`src/rtl/reg_share_pkg.sv`:
```
// Shared types and helpers for the round-robin register-sharing arbiter.
package reg_share_pkg;

    // Arbiter mode: free round-robin or held by one lock owner
    typedef enum logic {
        IDLE   = 1'b0,
        LOCKED = 1'b1
    } arb_state_t;

    // Index width: max(1, clog2(m))
    function automatic int unsigned idw(input int unsigned m);
        return (m <= 2) ? 1 : $clog2(m);
    endfunction

endpackage

```
`src/rtl/regN_en_D.sv`:
```
// N-bit enabled D register with asynchronous active-high clear.
module regN_en_D #(
    parameter int unsigned N = 8
) (
    input  logic         clock,
    input  logic         reset,
    input  logic         en,
    input  logic [N-1:0] d_in,
    output logic [N-1:0] q
);

    // Load on enable, hold otherwise
    always_ff @(posedge clock or posedge reset) begin
        if (reset) begin
            q <= '0;
        end else if (en) begin
            q <= d_in;
        end
    end

endmodule

```
`src/rtl/reg_share_arb_rr.sv`:
```
// Round-robin arbiter sharing one N-bit register among M requesters, with capped lock.
module reg_share_arb_rr
    import reg_share_pkg::*;
#(
    parameter int unsigned N        = 8,
    parameter int unsigned M        = 4,
    parameter int unsigned LOCK_MAX = 4
) (
    input  logic                        clock,
    input  logic                        reset,
    input  logic [M-1:0]                req_valid,
    input  logic [M-1:0]                req_lock,
    input  logic [M*N-1:0]              req_data,
    output logic [M-1:0]                req_ready,
    output logic [N-1:0]                d_out,
    output logic [idw(M)-1:0]           owner,
    output logic                        upd,
    output logic                        locked
);

    localparam int unsigned IDW    = idw(M);
    localparam int unsigned CW     = idw(LOCK_MAX + 1);
    localparam bit          LOCK_EN = (LOCK_MAX > 1);

    arb_state_t      state, state_d;
    logic [CW-1:0]   beat_cnt, beat_d;
    logic [IDW-1:0]  ptr;
    logic [IDW-1:0]  grant_idx;
    logic            grant_any;
    logic [IDW-1:0]  xfer_idx;
    logic            xfer;
    logic            lock_sel;
    logic [N-1:0]    d_sel;
    logic [M-1:0]    ready_c;
    logic [IDW:0]    sum;

    // Round-robin search starting at ptr, wrapping explicitly past M-1
    always_comb begin
        grant_idx = '0;
        grant_any = 1'b0;
        sum       = '0;
        for (int k = 0; k < M; k++) begin
            sum = {1'b0, ptr} + (IDW+1)'(k);
            if (sum >= (IDW+1)'(M)) begin
                sum = sum - (IDW+1)'(M);
            end
            if (!grant_any && req_valid[sum]) begin
                grant_any = 1'b1;
                grant_idx = IDW'(sum);
            end
        end
    end

    // Grant vector: lock owner only while locked, nothing during reset
    always_comb begin
        ready_c = '0;
        if (!reset) begin
            if (state == LOCKED) begin
                ready_c[owner] = req_valid[owner];
            end else if (grant_any) begin
                ready_c[grant_idx] = 1'b1;
            end
        end
    end

    assign req_ready = ready_c;
    assign xfer      = |(req_valid & ready_c);
    assign xfer_idx  = (state == LOCKED) ? owner : grant_idx;
    assign lock_sel  = req_lock[xfer_idx];
    assign locked    = (state == LOCKED);

    // Winner data mux (ready is one-hot or zero)
    always_comb begin
        d_sel = '0;
        for (int i = 0; i < M; i++) begin
            if (ready_c[i]) begin
                d_sel = req_data[i*N +: N];
            end
        end
    end

    regN_en_D #(.N(N)) u_reg (
        .clock (clock),
        .reset (reset),
        .en    (xfer),
        .d_in  (d_sel),
        .q     (d_out)
    );

    // Lock FSM next state and beat counter, advanced only on a transfer
    always_comb begin
        state_d = state;
        beat_d  = beat_cnt;
        if (xfer) begin
            case (state)
                IDLE: begin
                    if (lock_sel && LOCK_EN) begin
                        state_d = LOCKED;
                        beat_d  = CW'(1);
                    end
                end
                LOCKED: begin
                    if (lock_sel && ((32'(beat_cnt) + 32'd1) < LOCK_MAX)) begin
                        beat_d = beat_cnt + CW'(1);
                    end else begin
                        state_d = IDLE;
                        beat_d  = '0;
                    end
                end
                default: begin
                    state_d = IDLE;
                    beat_d  = '0;
                end
            endcase
        end
    end

    // FSM state register
    always_ff @(posedge clock or posedge reset) begin
        if (reset) begin
            state    <= IDLE;
            beat_cnt <= '0;
        end else begin
            state    <= state_d;
            beat_cnt <= beat_d;
        end
    end

    // Owner, pointer and update pulse; pointer moves past the winner on every transfer
    always_ff @(posedge clock or posedge reset) begin
        if (reset) begin
            owner <= '0;
            ptr   <= '0;
            upd   <= 1'b0;
        end else begin
            upd <= xfer;
            if (xfer) begin
                owner <= xfer_idx;
                ptr   <= (xfer_idx == IDW'(M-1)) ? '0 : xfer_idx + IDW'(1);
            end
        end
    end

endmodule

```
`config.mk`:
```
export PLATFORM = sky130hd
export DESIGN_NAME = reg_share_arb_rr
export DESIGN_NICKNAME = d
export VERILOG_FILES = /design/src/rtl/reg_share_pkg.sv /design/src/rtl/regN_en_D.sv /design/src/rtl/reg_share_arb_rr.sv
export SDC_FILE = /design/constraint.sdc
export NUM_CORES = 1
export LEC_CHECK = 0
export CORE_ASPECT_RATIO = 0.5
export CORE_MARGIN = 5
export CORE_UTILIZATION = 38
export DETAILED_ROUTE_END_ITERATION = 7
export GPL_TIMING_DRIVEN = 1
export PLACE_DENSITY = 0.78
export SLEW_MARGIN = 30
export SYNTH_ARGS = -nofsm -noshare
export SYNTH_HDL_FRONTEND = slang
export SYNTH_SLANG_ARGS = --single-unit
```
`constraint.sdc`:
```
create_clock -name clock -period 2.8 [get_ports clock]
set_input_delay 0.28 -clock clock [delete_from_list [all_inputs] [get_ports clock]]
set_output_delay 0.28 -clock clock [all_outputs]
set_load 0.03 [all_outputs]
```
## Word-level counts from Yosys, hierarchy flattened

Index checks and enable logic that the tools add are counted.

- Output and inout bits: 16
- Register bits after elaboration: 17

- Muxes and demuxes: 43
- $lt $le $gt $ge: 14
- Add/subtract/negate cells: 10
- Bitwise operators: 3
- Equal/unequal tests: 2
- Reduce and logical (&&, ||, !) cells: 11

Operators with widths:

| operator | number |
|---|---|
| $mux W8 | 4 |
| $mux W3 | 6 |
| $mux W1 | 14 |
| $bmux W1 S2 | 6 |
| $lt A3 B3 Y1 const B | 4 |
| $mux W2 | 6 |
| $mux W4 | 3 |
| $ge A3 B3 Y1 const B | 3 |
| $lt A2 B3 Y1 const B | 3 |
| $sub A3 B3 Y3 const B | 3 |
| $and A4 B4 Y4 | 2 |
| $add A2 B2 Y3 const B | 2 |
| $logic_and A1 B1 Y1 | 6 |
| $pmux W3 S2 | 1 |
| $add A3 B1 Y4 const B | 1 |
| $demux W1 S2 | 2 |
| $ge A2 B1 Y1 const B | 2 |
| $lt A4 B3 Y1 const B | 1 |
| $reduce_or A4 Y1 | 1 |
| $add A2 B1 Y3 const B | 1 |
| $add A3 B1 Y3 const B | 1 |
| $ge A2 B3 Y1 const B | 1 |
| $logic_not A1 Y1 | 3 |
| $sub A2 B3 Y3 const B | 1 |
| 6 further kinds | 6 |

## Depth between registers and ports, before layout

Gate-level depths: netlist of run 1.

- Depth after elaboration: 25
- Gate-level depth with buffers: 10

## Cells and area by module

Synthesis of run 1 repeated with hierarchy kept, for this count alone.

- Cell total of the unflattened synthesis: 125
- Area total of the unflattened synthesis: 1171.1 um2

By module, submodules not included:

| module | cells each | instances | area an instance (um2) |
|---|---|---|---|
| reg_share_arb_rr | 107 | 1 | 835.8 |
| regN_en_D | 18 | 1 | 335.3 |

## Worst setup path before layout of run 1

OpenSTA, ideal clock, no wires.

- Path kind: reg-to-reg
- Start point: register state (netlist: locked)
- End point: register u_reg.q[0]
- Cell stages (with the launch flop): 9
- Slack: 661 ps
- Library setup time: 126 ps
- Arrival time: 2013 ps
- Cells stage by stage: dfrtp_1 -> buf_2 -> nand2_1 -> nor4_1 -> a41o_2 -> clkbuf_1 -> a222oi_1 -> o21ai_0 -> a221o_1

- Elaborated cells on any way between the ends: 8
- Those cells by class: 6 x mux; 1 x bitwise; 1 x reduce/logical

RTL lines:

| element | RTL line | source |
|---|---|---|
| start: declaration | reg_share_arb_rr.sv:25 | `arb_state_t state, state_d;` |
| start signal: assignment | reg_share_arb_rr.sv:124 | `state <= state_d;` |
| $mux W4 (*) | reg_share_arb_rr.sv:58 | `if (state == LOCKED) begin` |
| $mux W4 (*) | reg_share_arb_rr.sv:57 | `if (!reset) begin` |
| via req_ready[1] | reg_share_arb_rr.sv:14 | `output logic [M-1:0] req_ready,` |
| $mux W8 (3 in series) | reg_share_arb_rr.sv:76 | `if (ready_c[i]) begin` |
| end signal: assignment | regN_en_D.sv:17 | `q <= d_in;` |
| end: declaration | regN_en_D.sv:9 | `output logic [N-1:0] q` |

The timed path passes the listed nets; every way through them passes the cells marked *.
A chain may end at the register's enable or synchronous reset.

## Final worst setup path of run 1

- Start point: input port req_valid[2]
- End point: output port req_ready[0]

- Cells in the longest elaborated chain, start to end: 19
- Elaborated cells on any way between the ends: 33
- Those cells by class: 2 x order compare; 23 x mux; 1 x bitwise; 7 x reduce/logical

Ends and longest elaborated chain:

| element | RTL line | source |
|---|---|---|
| start: declaration | reg_share_arb_rr.sv:11 | `input logic [M-1:0] req_valid,` |
| $bmux W1 S2 | reg_share_arb_rr.sv:47 | `if (!grant_any && req_valid[sum]) begin` |
| $mux W1 (implied by the code) | reg_share_arb_rr.sv:47 |  |
| $mux W1 | reg_share_arb_rr.sv:47 |  |
| $logic_not A1 Y1 | reg_share_arb_rr.sv:47 |  |
| $logic_and A1 B1 Y1 | reg_share_arb_rr.sv:47 |  |
| $mux W1 | reg_share_arb_rr.sv:47 |  |
| $logic_not A1 Y1 | reg_share_arb_rr.sv:47 |  |
| $logic_and A1 B1 Y1 | reg_share_arb_rr.sv:47 |  |
| (+3 left out) | n/a |  |
| $mux W2 | reg_share_arb_rr.sv:47 |  |
| $lt A2 B3 Y1 (implied by the code) or $ge A2 B1 Y1 (tied branches) | reg_share_arb_rr.sv:61 | `ready_c[grant_idx] = 1'b1;` |
| $logic_and A1 B1 Y1 (implied by the code) | reg_share_arb_rr.sv:61 |  |
| $mux W1 (implied by the code) | reg_share_arb_rr.sv:61 |  |
| $demux W1 S2 | reg_share_arb_rr.sv:61 |  |
| $mux W4 | reg_share_arb_rr.sv:60 | `end else if (grant_any) begin` |
| $mux W4 (*) | reg_share_arb_rr.sv:58 |  |
| $mux W4 (*) | reg_share_arb_rr.sv:57 |  |
| end: declaration | reg_share_arb_rr.sv:14 |  |

Every way passes the cells marked *; elsewhere a longest branch is shown, timed or not. The select of a mux whose other input is x is not followed.

==> results of run 1 <==
-- cell usage after synthesis, drive strengths merged, types with 3 or more instances --
master and number:
o21ai 13, a222oi 8, buf 6, nor2 8
mux2i 11, nand2 6, a221o 8, dfrtp 17
a21oi 4, clkbuf 3, a21o 3, inv 8
-- where the power goes --
| group | switching, mW | internal, mW |
|---|---|---|
| Sequential | 0.112 | 0.366 |
| Combinational | 0.670 | 0.585 |
| Clock | 0.0767 | 0.101 |
-- final cells by class --
| cell class | count | area [um2] |
|---|---|---|
| Timing Repair Buffer | 66 | 636 |
| Inverter | 8 | 30.0 |
| Sequential cell | 17 | 425 |
| Clock buffer | 4 | 45.0 |
| Fill cell | 257 | 1180 |
| Tap cell | 40 | 50.0 |
| Multi-Input combinational cell | 89 | 719 |
-- sequential cells by signal (all words and copies together), names as in the netlist --
name      cells
ptr           2
locked        1
u_reg.q       8
owner         2
beat_cnt      3
upd           1
-- stage by stage --
step	cell area (um2)	total power [mW]
after global routing	1910	2.02
after floorplan	1250	1.32
final	1910	1.91
after global placement	1860	1.71
after detailed placement	1860	1.72
after CTS	1910	1.92
-- cell usage in the layout, fill, tap and decap left out, types with 6 or more instances in the layout --
cell type,Yosys,layout
a221o_1,8,8
a222oi_1,8,8
buf_4,1,10
clkdlybuf4s50_1,0,56
dfrtp_1,17,17
inv_1,7,7
mux2i_1,11,11
nand2_1,6,6
nor2_1,6,6
o21ai_0,11,11
-- critical path, stage by stage --
cell             delay (ns)
clkdlybuf4s50_1        0.54
or2b_1                 0.26
a21oi_2                0.16
a21o_1                 0.11
o21ai_1                0.10
buf_4                  0.17
o21bai_1               0.12
clkdlybuf4s50_1        0.68
-- kinds of logic after synthesis --
family,count (synthesis),share of synthesized area [%]
buf+inv,17,8.50
flops,17,34.0
simple gates,26,11.3
fa+ha+maj,1,1.00
compound gates,49,34.3
mux,13,10.9
-- metal layers --
| layer | vias to the layer above | GRT usage [%] | wire (um) |
|---|---|---|---|
| met4 | 0 | 2.93 | 35 |
| li1 | 604 | - | - |
| met5 | - | 0 | 0 |
| met1 | 614 | 21.6 | 1790 |
| met2 | 34 | 26.9 | 2010 |
| met3 | 4 | 2.84 | 150 |
-- worst min-delay path by stage --
stage               start     endpoint  slack [ns]  cells after the start
2_1_floorplan       reset  beat_cnt[0]        0.21                      1
6_report       u_reg.q[5]   u_reg.q[5]        0.51                      1
4_1_cts        u_reg.q[4]   u_reg.q[4]        0.52                      1
3_3_place_gp   u_reg.q[4]   u_reg.q[4]        0.50                      1
5_1_grt        u_reg.q[4]   u_reg.q[4]        0.54                      1
3_5_place_dp   u_reg.q[4]   u_reg.q[4]        0.49                      1
==> results.py, run 1 <==
metrics = {
    "grt": {
        "grt_first_pass_wirelength_um": 5890,
        "antenna_found_initial": 0,
        "grt.overflow.total": 0,
        "first_global_vias": 1186,
        "grt_usage_pct": 15.9,
        "grt_max_degree": 21,
    },
    "layout": {
        "final_core_util_pct": 61.8,
        "diodes": 0,
        "final_cell_count_no_fill": 224,
        "final_stage_net_count": 228,
        "area_growth_pct": 52.3,
        "drive_above_1_share_pct": 15.2,
    },
    "sta": {
        "clock.fmax_mhz": 372,
        "final.period_utilization_pct": 96.1,
        "setup_tns_ns": 0,
        "setup_viol": 0,
        "setup_slack_ns": 0.110,
        "grt_setup_unrepaired": "false",
        "clock-skew-final_ns": 0.000716,
        "finalWorstPathRequiredPeriod_ns": 2.69,
        "final_hold_viol_count": 0,
        "max_slew.worst_pin.slew_ns": 0.649,
        "relSlewSlack_pct": 56.7,
        "fin_hold_ws_ns": 0.514,
        "timing.final.max_slew_violations": 0,
    },
    "detailed_routing": {
        "drcViolationCount": 0,
        "ant_nets": 0,
        "avgViaCountPerCell": 5.61,
        "wl_um": 3990,
        "drt-wirelength-per-cell_um": 17.8,
        "drt_first_pass_iters": 6,
        "first_iter_violations": 81,
        "vias": 1256,
    },
    "floorplanning": {
        "core.rowCount": 14,
        "die_height_um": 50.6,
        "number_of_top_level_design_ports": 58,
        "design.core.area_um2": 3080,
        "design.die.area_um2": 4610,
        "initial_utilization_pct": 40.6,
        "die_width_um": 91.2,
    },
    "setup_path": {
        "end_of_the_worst_register_to_register_path": "beat_cnt[1]",
        "r2r-start": "ptr[0]",
        "timing.reg2reg.setup_slack_ns": 0.54,
        "worst_setup_path_startpoint": "req_valid[2]",
        "critical_path_class": "input pin to output port",
        "critical_path.endpoint_type": "output port",
        "worst-path-max-fanout": 5,
        "critical_path.endpoint": "req_ready[0]",
        "rr_worst_depth": 8,
        "startpoint_type_of_the_worst_setup_path": "input pin",
        "worstPathRequired_ns": 2.52,
        "arrival_ns": 2.41,
    },
    "placed_design": {
        "io_buffers": 57,
        "dp_worst_setup_slack_ns": 0.124,
        "place.gp.congestion": 0.859,
        "dp_cell_count": 220,
        "dp.final_hpwl_um": 3160,
    },
    "logic_synthesis": {
        "synth-warning-count": 0,
        "synthFlopType": "dfrtp_1",
        "mappedNetlistArea_um2": 1250,
        "synth_enable_flop_cells": 0,
        "synth.area.top_cells": "dfrtp_1 34%, mux2i_1 8.8%, a221o_1 6.4%, a222oi_1 6.4%, o21ai_0 4.4%",
        "yosysTopAreaCellShare_pct": 34.0,
        "synth-seq-area-share_pct": 34.0,
        "synth_seq_cells": 17,
        "unique_cell_type_count_in_the_yosys_netlist": 44,
        "synthesis.instances": 123,
        "syn_nets": 166,
        "synth_async_sr_flop_share_pct": 100,
        "synth_area_per_cell_um2": 10.2,
        "library_cell_with_the_largest_summed_area_after_synthesis": "dfrtp_1",
    },
    "clock_tree": {
        "h-tree-depth": 1,
        "cts_hold_buffers": 0,
        "tritoncts.num_buffers": 3,
        "cts.sinks": 17,
        "number_of_buffers_on_the_longest_clock_path": 2,
        "ctsRootBufferMaster": "clkbuf_8",
        "resize_count_post_cts": 0,
        "post-cts-setup-buffer-count": 0,
        "tritoncts": "built",
        "clock_latency_ns": 0.25,
        "path_clk_slew_ns": 0.06,
    },
    "run_status": {
        "run_status": "completed",
    },
    "job": {
        "drv.max_cap_violation_count": 0,
    },
    "power_and_ir_drop": {
        "vdd.ir_drop.worst_uv": 637,
        "power.leakage_nw": 0.825,
        "power-per-cell-area_nw_per_um2": 1000,
    },
    "hold_path": {
        "hold_path_class": "register to register",
    },
}
(Power assumes the default switching activity.)
==> inputs of run 2 (changes only) <==
--- a/config.mk
+++ b/config.mk
@@ -11,6 +11,7 @@
 export DETAILED_ROUTE_END_ITERATION = 7
 export GPL_TIMING_DRIVEN = 1
 export PLACE_DENSITY = 0.78
+export SETUP_SLACK_MARGIN = 0.4
 export SLEW_MARGIN = 30
 export SYNTH_ARGS = -nofsm -noshare
 export SYNTH_HDL_FRONTEND = slang
==> results.py, run 2 (same netlist as run 1, synthesis figures left out) <==
metrics = {
    "clock_tree": {
        "number_of_buffers_on_the_longest_clock_path": 2,
        "h-tree-depth": 1,
        "clock_latency_ns": 0.25,
        "cts_hold_buffers": 0,
        "tritoncts": "built",
        "cts.sinks": 17,
        "tritoncts.num_buffers": 3,
        "ctsRootBufferMaster": "clkbuf_8",
        "path_clk_slew_ns": 0.06,
    },
    "grt": {
        "grt_first_pass_wirelength_um": 5890,
        "first_global_vias": 1186,
        "grt_max_degree": 21,
        "grt_usage_pct": 15.9,
        "antenna_found_initial": 0,
        "grt.overflow.total": 0,
    },
    "layout": {
        "largest_register_ffs": 8,
        "most_frequent_cells_in_the_layout": "52 x clkdlybuf4s50_1, 17 x dfrtp_1, 11 x o21ai_0, 11 x mux2i_1, 11 x buf_4",
        "diodes": 0,
        "final_stage_net_count": 229,
        "drive_above_1_share_pct": 17.3,
        "area_growth_pct": 53.4,
        "fillerInstances": 258,
        "largest-register": "u_reg.q",
        "final_common_cell": "clkdlybuf4s50_1",
        "design_area_um2": 1920,
        "leading_registers_by_flop_count": "u_reg.q: 8 flops, beat_cnt: 3 flops",
    },
    "detailed_routing": {
        "vias": 1247,
        "drt_first_pass_iters": 4,
        "avgViaCountPerCell": 5.54,
        "wl_um": 4030,
        "drt-wirelength-per-cell_um": 17.9,
        "first_iter_violations": 98,
        "ant_nets": 0,
        "drcViolationCount": 0,
    },
    "placed_design": {
        "io_buffers": 57,
        "placed_area_um2": 1860,
        "place.gp.congestion": 0.859,
        "dp.final_hpwl_um": 3160,
    },
    "power_and_ir_drop": {
        "power-per-cell-area_nw_per_um2": 1000,
        "power.leakage_nw": 0.849,
        "vdd.ir_drop.worst_uv": 638,
    },
    "floorplanning": {
        "die_height_um": 50.6,
        "core.rowCount": 14,
        "number_of_top_level_design_ports": 58,
        "initial_utilization_pct": 40.6,
        "design.core.area_um2": 3080,
        "die_width_um": 91.2,
        "design.die.area_um2": 4610,
    },
    "sta": {
        "clock-skew-final_ns": 0.000713,
        "timing.final.max_slew_violations": 0,
        "finalWorstPathRequiredPeriod_ns": 2.32,
        "max_slew.worst_pin.slew_ns": 0.646,
        "final.period_utilization_pct": 82.9,
        "final_hold_viol_count": 0,
        "setup_viol": 0,
        "relSlewSlack_pct": 56.9,
        "grt_setup_unrepaired": "false",
        "clock.fmax_mhz": 431,
        "setup_tns_ns": 0,
    },
    "setup_path": {
        "worstPathRequired_ns": 2.52,
        "startpoint_type_of_the_worst_setup_path": "input pin",
        "critical_path_class": "input pin to output port",
        "critical_path.endpoint_type": "output port",
        "worst-path-max-fanout": 5,
        "arrival_ns": 2.04,
    },
    "run_status": {
        "run_status": "completed",
    },
    "hold_path": {
        "hold_path_class": "register to register",
    },
    "job": {
        "drv.max_cap_violation_count": 0,
    },
}
==> run 2: area by class of cell <==
cell class                 instances  area, um2  area share, %
clock buffer                       4       45.0           2.35
multi-input combinational         89        728           37.9
sequential                        17        425           22.2
inverter                           8       30.0           1.56
timing repair buffer              67        641           33.4
tap                               40       50.0           2.61
==> run 2: critical path: stages <==
cell and delay [ns]:
clkdlybuf4s50_1 0.48, nor2b_4 0.17, a21o_1 0.19, a21o_1 0.20, o21ai_2 0.17, inv_1 0.05
a21o_1 0.21, clkdlybuf4s15_2 0.29
==> run 2: report_power, final <==
part           switching [mW]  internal (mW)  total [mW]
Sequential              0.113          0.366       0.479
Clock                  0.0767          0.101       0.177
Combinational           0.678          0.589        1.27
==> run 2: path summary, 6_finish.rpt <==
kind,startpoint,to,slack (ns),cells past startpoint
max reg2reg,ptr[0],beat_cnt[1],0.58,8
max,req_valid[2],req_ready[2],0.48,8
max in group asynchronous,reset,beat_cnt[1],1.77,2
min in group asynchronous,reset,owner[0],0.62,2
min,u_reg.q[5],u_reg.q[5],0.51,1
min reg2reg,u_reg.q[5],u_reg.q[5],0.51,1
==> run 2: metal layers <==
metal  up-vias  global-route usage, %  routed length (um)
li1        608                      -                   -
met5         -                      0                   0
met4         0                   2.93                  35
met2        36                   26.9                2030
met3         4                   2.84                 138
met1       599                   21.6                1830
==> run 2: timing repair <==
item	in CTS	in global routing
endpoints found under the setup margin	3	3
endpoints found under the hold margin	0	0
gates resized for setup	5	5
setup buffers	0	1
==> run 2: metrics by stage <==
stage	power, mW	util (%)	std cells	hold WS [ns]	worst slack (ns)
5_1_grt	2.03	62.3	225	0.536	0.402
6_report	1.92	62.3	225	0.514	0.478
2_1_floorplan	1.32	-	123	0.206	0.661
4_1_cts	1.91	61.8	224	0.517	0.392
3_5_place_dp	1.72	60.3	220	0.494	0.124
3_3_place_gp	1.71	60.3	220	0.496	0.170
